--- src/rtl/mlp_load_sequencer.sv ---
// rtl/mlp_load_sequencer.sv - streams one inference job from local SRAMs into the MLP accelerator load port
//
// Purpose: on an accepted start, hold the accelerator in reset, then issue one SRAM
// read per cycle (input rows interleaved with layer-0 weights, then layers 1..7),
// present each word as a load beat two cycles later, then wait for the result
// window and report done or timeout.
//
// Ports:
//   clk, rst_n               clock, synchronous active-low reset
//   start_i                  job start pulse (honoured only when idle)
//   busy_o/done_o/timeout_o  job status
//   in_rd_*                  input SRAM read port (7-bit word address, 1-cycle latency)
//   w_rd_*                   weight SRAM read port (10-bit word address, 1-cycle latency)
//   acc_rst_n_o              accelerator reset
//   load_*/input_load_number_o/layer_number_o/weight_number_o  load beat and sideband
//   acc_result_valid_i       accelerator result valid
module mlp_load_sequencer #(
  parameter int N_LAYERS     = 8,
  parameter int ACC_RST_CYC  = 5,
  parameter int RESULT_BEATS = 128,
  parameter int TIMEOUT_CYC  = 4096
) (
  input  logic        clk,
  input  logic        rst_n,
  input  logic        start_i,
  output logic        busy_o,
  output logic        done_o,
  output logic        timeout_o,
  output logic        in_rd_en_o,
  output logic [6:0]  in_rd_addr_o,
  input  logic [31:0] in_rd_data_i,
  output logic        w_rd_en_o,
  output logic [9:0]  w_rd_addr_o,
  input  logic [31:0] w_rd_data_i,
  output logic        acc_rst_n_o,
  output logic        load_en_o,
  output logic [31:0] load_payload_o,
  output logic        load_type_o,
  output logic [3:0]  input_load_number_o,
  output logic [2:0]  layer_number_o,
  output logic [2:0]  weight_number_o,
  input  logic        acc_result_valid_i
);

  localparam int          TOTAL_BEATS = 256 + (N_LAYERS - 1) * 128;
  localparam logic [10:0] END_IDX     = 11'(TOTAL_BEATS);
  localparam logic [12:0] ARST_END    = 13'(ACC_RST_CYC - 1);
  localparam logic [12:0] RES_END     = 13'(RESULT_BEATS - 1);
  localparam logic [12:0] TMO_END     = 13'(TIMEOUT_CYC);

  typedef enum logic [2:0] {
    S_IDLE, S_ARST, S_LOAD, S_WAITV, S_RES, S_DONE
  } state_e;

  state_e      state_q;
  logic [12:0] cyc_q;
  logic [10:0] idx_q;

  logic        busy_q, done_q, timeout_q, acc_rst_n_q;
  logic        in_rd_en_q, w_rd_en_q;
  logic [6:0]  in_rd_addr_q;
  logic [9:0]  w_rd_addr_q;

  // Sideband stage 1 is aligned with the SRAM address, stage 2 with the SRAM data.
  logic        s1_vld_q, s1_type_q, s2_vld_q, s2_type_q;
  logic [3:0]  s1_row_q, s2_row_q;
  logic [2:0]  s1_layer_q, s1_w_q, s2_layer_q, s2_w_q;

  logic        load_en_q, load_type_q;
  logic [31:0] load_payload_q;
  logic [3:0]  row_q;
  logic [2:0]  layer_q, wnum_q;

  // Beat index decode. Below 256 each row is 8 input words then 8 layer-0 words;
  // above, index bits [6:0] are row/word and bits [10:7] minus one give the layer.
  logic        rd_type_d;
  logic [3:0]  rd_row_d;
  logic [2:0]  rd_layer_d, rd_w_d;
  logic        issue_d;

  always_comb begin
    if (idx_q < 11'd256) begin
      rd_type_d  = ~idx_q[3];
      rd_row_d   = idx_q[7:4];
      rd_layer_d = 3'd0;
    end else begin
      rd_type_d  = 1'b0;
      rd_row_d   = idx_q[6:3];
      rd_layer_d = 3'(idx_q[10:7] - 4'd1);
    end
    rd_w_d = idx_q[2:0];
  end

  // The first read is issued on the last reset cycle so it lands at start+6.
  assign issue_d = ((state_q == S_ARST) && (cyc_q == ARST_END)) ||
                   ((state_q == S_LOAD) && (idx_q != END_IDX));

  always_ff @(posedge clk) begin
    if (!rst_n) begin
      state_q        <= S_IDLE;
      cyc_q          <= '0;
      idx_q          <= '0;
      busy_q         <= 1'b0;
      done_q         <= 1'b0;
      timeout_q      <= 1'b0;
      acc_rst_n_q    <= 1'b0;
      in_rd_en_q     <= 1'b0;
      w_rd_en_q      <= 1'b0;
      in_rd_addr_q   <= '0;
      w_rd_addr_q    <= '0;
      s1_vld_q       <= 1'b0;
      s1_type_q      <= 1'b0;
      s1_row_q       <= '0;
      s1_layer_q     <= '0;
      s1_w_q         <= '0;
      s2_vld_q       <= 1'b0;
      s2_type_q      <= 1'b0;
      s2_row_q       <= '0;
      s2_layer_q     <= '0;
      s2_w_q         <= '0;
      load_en_q      <= 1'b0;
      load_type_q    <= 1'b0;
      load_payload_q <= '0;
      row_q          <= '0;
      layer_q        <= '0;
      wnum_q         <= '0;
    end else begin
      done_q     <= 1'b0;
      in_rd_en_q <= 1'b0;
      w_rd_en_q  <= 1'b0;
      s1_vld_q   <= 1'b0;

      s2_vld_q   <= s1_vld_q;
      s2_type_q  <= s1_type_q;
      s2_row_q   <= s1_row_q;
      s2_layer_q <= s1_layer_q;
      s2_w_q     <= s1_w_q;

      load_en_q <= s2_vld_q;
      if (s2_vld_q) begin
        load_payload_q <= s2_type_q ? in_rd_data_i : w_rd_data_i;
        load_type_q    <= s2_type_q;
        row_q          <= s2_row_q;
        layer_q        <= s2_layer_q;
        wnum_q         <= s2_w_q;
      end else begin
        // Row, layer and type hold their last values between jobs.
        load_payload_q <= '0;
        wnum_q         <= '0;
      end

      if (issue_d) begin
        in_rd_en_q <= rd_type_d;
        w_rd_en_q  <= ~rd_type_d;
        if (rd_type_d) in_rd_addr_q <= {rd_row_d, rd_w_d};
        else           w_rd_addr_q  <= {rd_layer_d, rd_row_d, rd_w_d};
        s1_vld_q   <= 1'b1;
        s1_type_q  <= rd_type_d;
        s1_row_q   <= rd_row_d;
        s1_layer_q <= rd_layer_d;
        s1_w_q     <= rd_w_d;
        idx_q      <= idx_q + 11'd1;
      end

      case (state_q)
        S_IDLE: begin
          if (start_i) begin
            timeout_q   <= 1'b0;
            busy_q      <= 1'b1;
            acc_rst_n_q <= 1'b0;
            cyc_q       <= '0;
            idx_q       <= '0;
            state_q     <= S_ARST;
          end
        end
        S_ARST: begin
          if (cyc_q == ARST_END) begin
            acc_rst_n_q <= 1'b1;
            state_q     <= S_LOAD;
          end else begin
            cyc_q <= cyc_q + 13'd1;
          end
        end
        S_LOAD: begin
          if (idx_q == END_IDX) begin
            cyc_q   <= '0;
            state_q <= S_WAITV;
          end
        end
        S_WAITV: begin
          if (acc_result_valid_i) begin
            cyc_q   <= '0;
            state_q <= S_RES;
          end else if (cyc_q == TMO_END) begin
            timeout_q <= 1'b1;
            busy_q    <= 1'b0;
            state_q   <= S_IDLE;
          end else begin
            cyc_q <= cyc_q + 13'd1;
          end
        end
        S_RES: begin
          if (cyc_q == RES_END) begin
            done_q  <= 1'b1;
            state_q <= S_DONE;
          end else begin
            cyc_q <= cyc_q + 13'd1;
          end
        end
        S_DONE: begin
          // Extra state keeps busy high during the done pulse and blocks a start there.
          busy_q  <= 1'b0;
          state_q <= S_IDLE;
        end
        default: state_q <= S_IDLE;
      endcase
    end
  end

  assign busy_o              = busy_q;
  assign done_o              = done_q;
  assign timeout_o           = timeout_q;
  assign in_rd_en_o          = in_rd_en_q;
  assign in_rd_addr_o        = in_rd_addr_q;
  assign w_rd_en_o           = w_rd_en_q;
  assign w_rd_addr_o         = w_rd_addr_q;
  assign acc_rst_n_o         = acc_rst_n_q;
  assign load_en_o           = load_en_q;
  assign load_payload_o      = load_payload_q;
  assign load_type_o         = load_type_q;
  assign input_load_number_o = row_q;
  assign layer_number_o      = layer_q;
  assign weight_number_o     = wnum_q;

endmodule

--- config.mk ---
export PLATFORM = sky130hd
export DESIGN_NAME = mlp_load_sequencer
export DESIGN_NICKNAME = d
export VERILOG_FILES = /design/src/rtl/mlp_load_sequencer.sv
export SDC_FILE = /design/constraint.sdc
export NUM_CORES = 1
export LEC_CHECK = 0
export CORE_UTILIZATION = 43
export CTS_CLUSTER_DIAMETER = 120
export DETAILED_ROUTE_END_ITERATION = 10
export HOLD_SLACK_MARGIN = 0.05
export PLACE_DENSITY = 0.76
export SYNTH_ARGS = -nofsm -noshare
export SYNTH_HDL_FRONTEND = slang
export SYNTH_SLANG_ARGS = --single-unit
--- constraint.sdc ---
create_clock -name clk -period 2.3 [get_ports clk]
set_input_delay 0.46 -clock clk [delete_from_list [all_inputs] [get_ports clk]]
set_output_delay 0.46 -clock clk [all_outputs]
set_load 0.02 [all_outputs]
# Yosys cells after proc, flatten, opt, wreduce, memory -nomap -nowiden
# Index checks and enable logic that the tools add are counted.
dict set report op_classes {
  n_addsub 3
  order_cmp 1
  n_eq_ne 20
  mux 33
  bitwise 2
  n_reduce_logical 18
}
# op n
set op_table {}
lappend op_table {{$mux 13} 6}
lappend op_table {{$pmux 13 s5} 1}
lappend op_table {{$mux 11} 3}
lappend op_table {{$mux 32} 1}
lappend op_table {{$mux 3} 7}
lappend op_table {{$pmux 3 s5} 1}
lappend op_table {{$add 13x1->13 const B} 1}
lappend op_table {{$eq 13x13->1 const B} 1}
lappend op_table {{$eq 13x3->1 const B} 1}
lappend op_table {{$eq 13x7->1 const B} 1}
lappend op_table {{$ne 2x2->1 const B} 6}
lappend op_table {{$add 11x1->11 const B} 1}
lappend op_table {{$eq 11x11->1 const B} 1}
lappend op_table {{$lt 11x9->1 const B} 1}
lappend op_table {{$ne 11x11->1 const B} 1}
lappend op_table {{$mux 1} 10}
lappend op_table {{$reduce_and 2->1} 5}
lappend op_table {{$reduce_and 4->1} 2}
lappend op_table {{$eq 3x2->1 const B} 2}
lappend op_table {{$eq 3x3->1 const B} 2}
lappend op_table {{$ne 3x3->1 const B} 2}
lappend op_table {{$reduce_and 6->1} 1}
lappend op_table {{$reduce_and 5->1} 1}
lappend op_table {{$reduce_bool 5->1} 1}
lappend op_table {{13 further kinds} 18}
dict set report word_totals {
  reg_bits 118
  input_bits 68
  word_cells 104
}

# Longest topological paths before layout
dict set report logic_depth {
  word_depth 6
  ltp_mapped 10
  depth_no_buf 8
}

# Worst setup path after synthesis
# No wires, ideal clock.
dict set report synth_path {
  path_kind {register to register}
  from {reg cyc_q[0]}
  to {reg in_rd_addr_q[6], in the netlist in_rd_addr_o[6]}
  setup_ns 0.129
  arrival_ns 2.172
  slack_ns -0.001
  path_stages_with_launch 11
  synth_period_minus_slack_ns 2.301
  cell_sequence {dfxtp_1 > inv_1 > ha_1 > or4b_4 > or4_4 > o31ai_2 > buf_4 > nand2_1 > buf_2 > nand3_1 > o31ai_2}
}
dict set report synth_via {
  elab_chain_len 4
}
# item line_no
set synth_lines {}
lappend synth_lines {{start, declared} 56} ;# logic [12:0] cyc_q;
lappend synth_lines {{start signal, assigned} 181} ;# cyc_q <= cyc_q + 13'd1;
lappend synth_lines {{start signal, assigned} 199} ;# cyc_q <= cyc_q + 13'd1;
lappend synth_lines {{start signal, assigned} 207} ;# cyc_q <= cyc_q + 13'd1;
lappend synth_lines {{$eq 13x3->1} 95} ;# assign issue_d = ((state_q == S_ARST) && (cyc_q == ARST_END)) ||
lappend synth_lines {{$logic_and 1x1->1} 95}
lappend synth_lines {{$logic_or 1x1->1} 95}
lappend synth_lines {{$reduce_and 2->1 (no line)} -}
lappend synth_lines {{end signal, assigned} 155} ;# if (rd_type_d) in_rd_addr_q <= {rd_row_d, rd_w_d};
lappend synth_lines {{end, declared} 61} ;# logic [6:0] in_rd_addr_q;
# Every way passes these cells.
# A chain may end at the register's enable or synchronous reset.

# Worst setup path in the final report
dict set report layout_path {
  from {reg cyc_q[0]}
  to {reg w_rd_addr_q[8], in the netlist w_rd_addr_o[8]}
}
dict set report layout_via {
  elab_chain_len 4
}
# item line_no
set layout_lines {}
lappend layout_lines {{$eq 13x3->1} 95}
lappend layout_lines {{$logic_and 1x1->1} 95}
lappend layout_lines {{$logic_or 1x1->1} 95}
lappend layout_lines {{$reduce_and 2->1 (no line)} -}
lappend layout_lines {{end signal, assigned} 156} ;# else w_rd_addr_q <= {rd_layer_d, rd_row_d, rd_w_d};
lappend layout_lines {{end, declared} 62} ;# logic [9:0] w_rd_addr_q;
# Every way passes these cells.

==> results_dict.tcl <==
set metrics [dict create \
    cts.sinks 118 \
    die_h_um 108 \
    dp_slack_ps -126 \
    clockRootBuffer "clkbuf_8" \
    cp-end-kind "flip-flop" \
    maxCapViolations 0 \
    p_switching_uw 1100 \
    p_comb_frac 0.063 \
    grt_pass1_vias 4236 \
    ant_nets 0 \
    violations "setup timing" \
    crit_required_ps 2750 \
    fin_ws_ps -127 \
    antenna_found_initial 0 \
    path_cells "inv_2 > ha_4 > or4b_4 > or4_4 > o31a_4 > or3_4 > a21oi_2" \
    clockPowerShare 0.522 \
    clock_latency_ps 510 \
    gp_routability_congestion 0.867 \
    start_util 0.443 \
    rr_worst_depth 7 \
    worstReg2RegStart "cyc_q[0]$_SDFFE_PN0P_" \
    worstSetupStartpointType "flip-flop" \
    syn2layout_area_growth_pct 52.2 \
    path_delay_family "simple AND/OR/NAND/NOR gates" \
    worst_pin_slew_ps 607 \
    critPathMaxFanout 7 \
    clock_path_buffers 2 \
    synthFlopType "dfxtp_1" \
    synthMuxAreaShare 0.0875 \
    power.static_leakage_uw 0.00276 \
    io_pins 135 \
    timing.slew.headroom 0.596 \
    numCtsBuffers 17 \
    ys_ff_latch 118 \
    rrSetupSlack_ps -130 \
    path_buf_inv 1 \
    synth_edf_count 0 \
    fin_skew_ps 11.9 \
    dp.final_hpwl_um 9210 \
    synth_top_family_by_area "simple AND/OR/NAND/NOR gates" \
    final_cell_mix "clkdlybuf4s50_1, dfxtp_1, nor2_1" \
    worst_hold_path.num_cells 1 \
    min_from "s1_vld_q$_SDFF_PN0_" \
    nets 776 \
    h-tree-depth 4 \
    slew_viol_final 0 \
    drtIter0Drc 278 \
    peakVddDrop_mv 0.434 \
    cpPeakStageDelay_ps 470 \
    min_period_over_period 1.06 \
    drive_above_1_share 0.185 \
    avgRoutedWirePerCell_um 15.7 \
    holdWs_ps 442 \
    clk_pin_slew_ps 60 \
    grt_overflow 0 \
    synth-simple-area-share 0.230 \
    firstDrtPassIters 5 \
    setup_viol 28 \
    vias_per_cell 5.21 \
    worstHoldEndpoint "s2_vld_q$_SDFF_PN0_" \
    drc 0 \
    synth_xor_area_frac 0.0164 \
    swShare 0.221 \
    synth_compound_area_frac 0.103 \
    avgSynthCellArea_um2 9.08 \
    fmax_mhz 412 \
    finalHoldViolCount 0 \
    dpl_cell_area_um2 6480 \
    grt.total_usage 0.227 \
    cts_tree "yes" \
    yosysWarnings 0 \
    internal_power_uw 3870 \
    port_buffers 134 \
    outcome "complete, but fails checks" \
    reg2reg_to "w_rd_addr_o[8]$_SDFFE_PN0P_" \
    worst-endpoint-arrival_ps 2870 \
    post_synth_fa_ha_maj_area_fraction 0.0156 \
    cts_hold_buffers 0 \
    antenna_cells 0 \
    final.min_clock_period_ps 2430 \
    yosysSeqAreaShare 0.492 \
    grt_pass1_wl_um 20200 \
    routed_wl_um 13400 \
    hold_class "flip-flop to flip-flop" \
    crit_path_top_delay_cell "or4_4" \
    synthDistinctLibCells 54 \
    async_reset_ff_frac 0 \
    netlist_area_um2 4800 \
    via_count 4449 \
    grt_max_degree 34 \
    syn-num-nets 603 \
    final_cell_area_um2 7310 \
    tns_ps -1150 \
    die_area_um2 11600 \
    die_w_um 108 \
    pwr-share-seq 0.415 \
    coreArea_um2 10800 \
    final_common_cell "clkdlybuf4s50_1" \
    total_power_uw 4970 \
    syn-instance-count 529 \
    rsz0062_at_grt "true" \
    path_class "flip-flop to flip-flop" \
    power_density_nw_per_um2 681 \
    fp-row-count 38 \
]
==> timing repair <==
action	CTS	global route
setup buffers	3	4
pin swaps	2	11
gates cloned	1	1
setup endpoints to repair	40	54
gates resized for setup	19	30
==> cell families (layout without fill, tap and decap cells) <==
family                   after synthesis  in the layout
multiplexers                          42             42
XOR/XNOR                               9              9
flip-flops                           118            118
AND/OR/NAND/NOR                      225            225
AO/OA/AOI/OAI                         78             78
adder cells (fa/ha/maj)                6              6
buffers and inverters                 51            236
==> metrics by stage <==
stage,util,cells
after floorplan,-,529
after global placement,0.598,814
after detailed placement,0.598,814
after CTS,0.659,849
after global routing,0.674,854
final,0.674,854
==> synthesized netlist by cell type (3+ instances only) <==
cell type / instances / share of area
a211oi_1: 3 / 0.0047
a211oi_2: 3 / 0.0078
a21oi_1: 26 / 0.027
a31oi_1: 10 / 0.013
and2_1: 15 / 0.020
and3_1: 7 / 0.0091
buf_1: 4 / 0.0031
buf_4: 4 / 0.0063
clkbuf_1: 20 / 0.016
dfxtp_1: 118 / 0.49
ha_1: 6 / 0.016
inv_1: 17 / 0.013
mux2i_1: 42 / 0.088
nand2_1: 46 / 0.036
nand2b_1: 4 / 0.0052
nand3_1: 30 / 0.031
nand4_1: 10 / 0.013
nor2_1: 83 / 0.065
nor2b_1: 4 / 0.0052
nor3_1: 4 / 0.0042
o21ai_0: 15 / 0.016
o21ai_1: 7 / 0.0073
or3_1: 8 / 0.010
xor2_1: 7 / 0.013
==> state kept, by name, summed over array words and instances, names as in the netlist, 3 cells and up <==
signal / count
idx_q: 11
s2_layer_q: 3
weight_number_o: 3
s1_w_q: 3
s1_row_q: 4
input_load_number_o: 4
load_payload_o: 32
s2_w_q: 3
in_rd_addr_o: 7
s1_layer_q: 3
layer_number_o: 3
cyc_q: 13
s2_row_q: 4
state_q: 3
w_rd_addr_o: 10
==> how the worst max path moves through the flow <==
| stage | start | to | slack [ps] | cells past startpoint |
|---|---|---|---|---|
| finish | cyc_q[0]$_SDFFE_PN0P_ | w_rd_addr_o[8]$_SDFFE_PN0P_ | -130 | 7 |
| global route | cyc_q[0]$_SDFFE_PN0P_ | idx_q[7]$_SDFF_PN0_ | -160 | 10 |
| CTS | cyc_q[0]$_SDFFE_PN0P_ | w_rd_addr_o[8]$_SDFFE_PN0P_ | -60 | 7 |
| detailed placement | cyc_q[0]$_SDFFE_PN0P_ | w_rd_addr_o[8]$_SDFFE_PN0P_ | -130 | 7 |
| global placement | cyc_q[0]$_SDFFE_PN0P_ | w_rd_addr_o[8]$_SDFFE_PN0P_ | -80 | 7 |
| floorplan | cyc_q[0]$_SDFFE_PN0P_ | in_rd_addr_o[6]$_SDFFE_PN0P_ | 7 | 10 |
==> power groups by stage <==
| stage | logic, uW | clock network, uW | registers [uW] |
|---|---|---|---|
| after floorplan | 122 | 0 | 2110 |
| after global placement | 285 | 0 | 2110 |
| after detailed placement | 292 | 0 | 2110 |
| after CTS | 304 | 2630 | 2060 |
| after global routing | 333 | 2730 | 2060 |
| final | 313 | 2600 | 2060 |
==> worst register-to-register path: stages (launching register included) <==
cell	delay (ps)
dfxtp_2	320
inv_2	80
ha_4	120
or4b_4	450
or4_4	470
o31a_4	360
or3_4	410
a21oi_2	150
==> final cells by class <==
cell class              count  area (um^2)
clock buffers              19          422
clock inverters            12          155
fillers                   847         3530
inverters                  17         66.3
multi-input cells         360         2330
flip-flops and latches    118         2370
well taps                 140          175
repair buffers            188         1790
==> metal layers <==
| layer | part of all wire | up-vias | wire length, um | GRT usage |
|---|---|---|---|---|
| met3 | 0.079 | 26 | 1060 | 0.0539 |
| met4 | 0.022 | 0 | 290 | 0.108 |
| li1 | - | 2154 | - | - |
| met5 | 0 | - | 0 | 0 |
| met2 | 0.49 | 218 | 6630 | 0.387 |
| met1 | 0.41 | 2051 | 5450 | 0.266 |
Note: power is estimated with default switching activity, not from simulation.
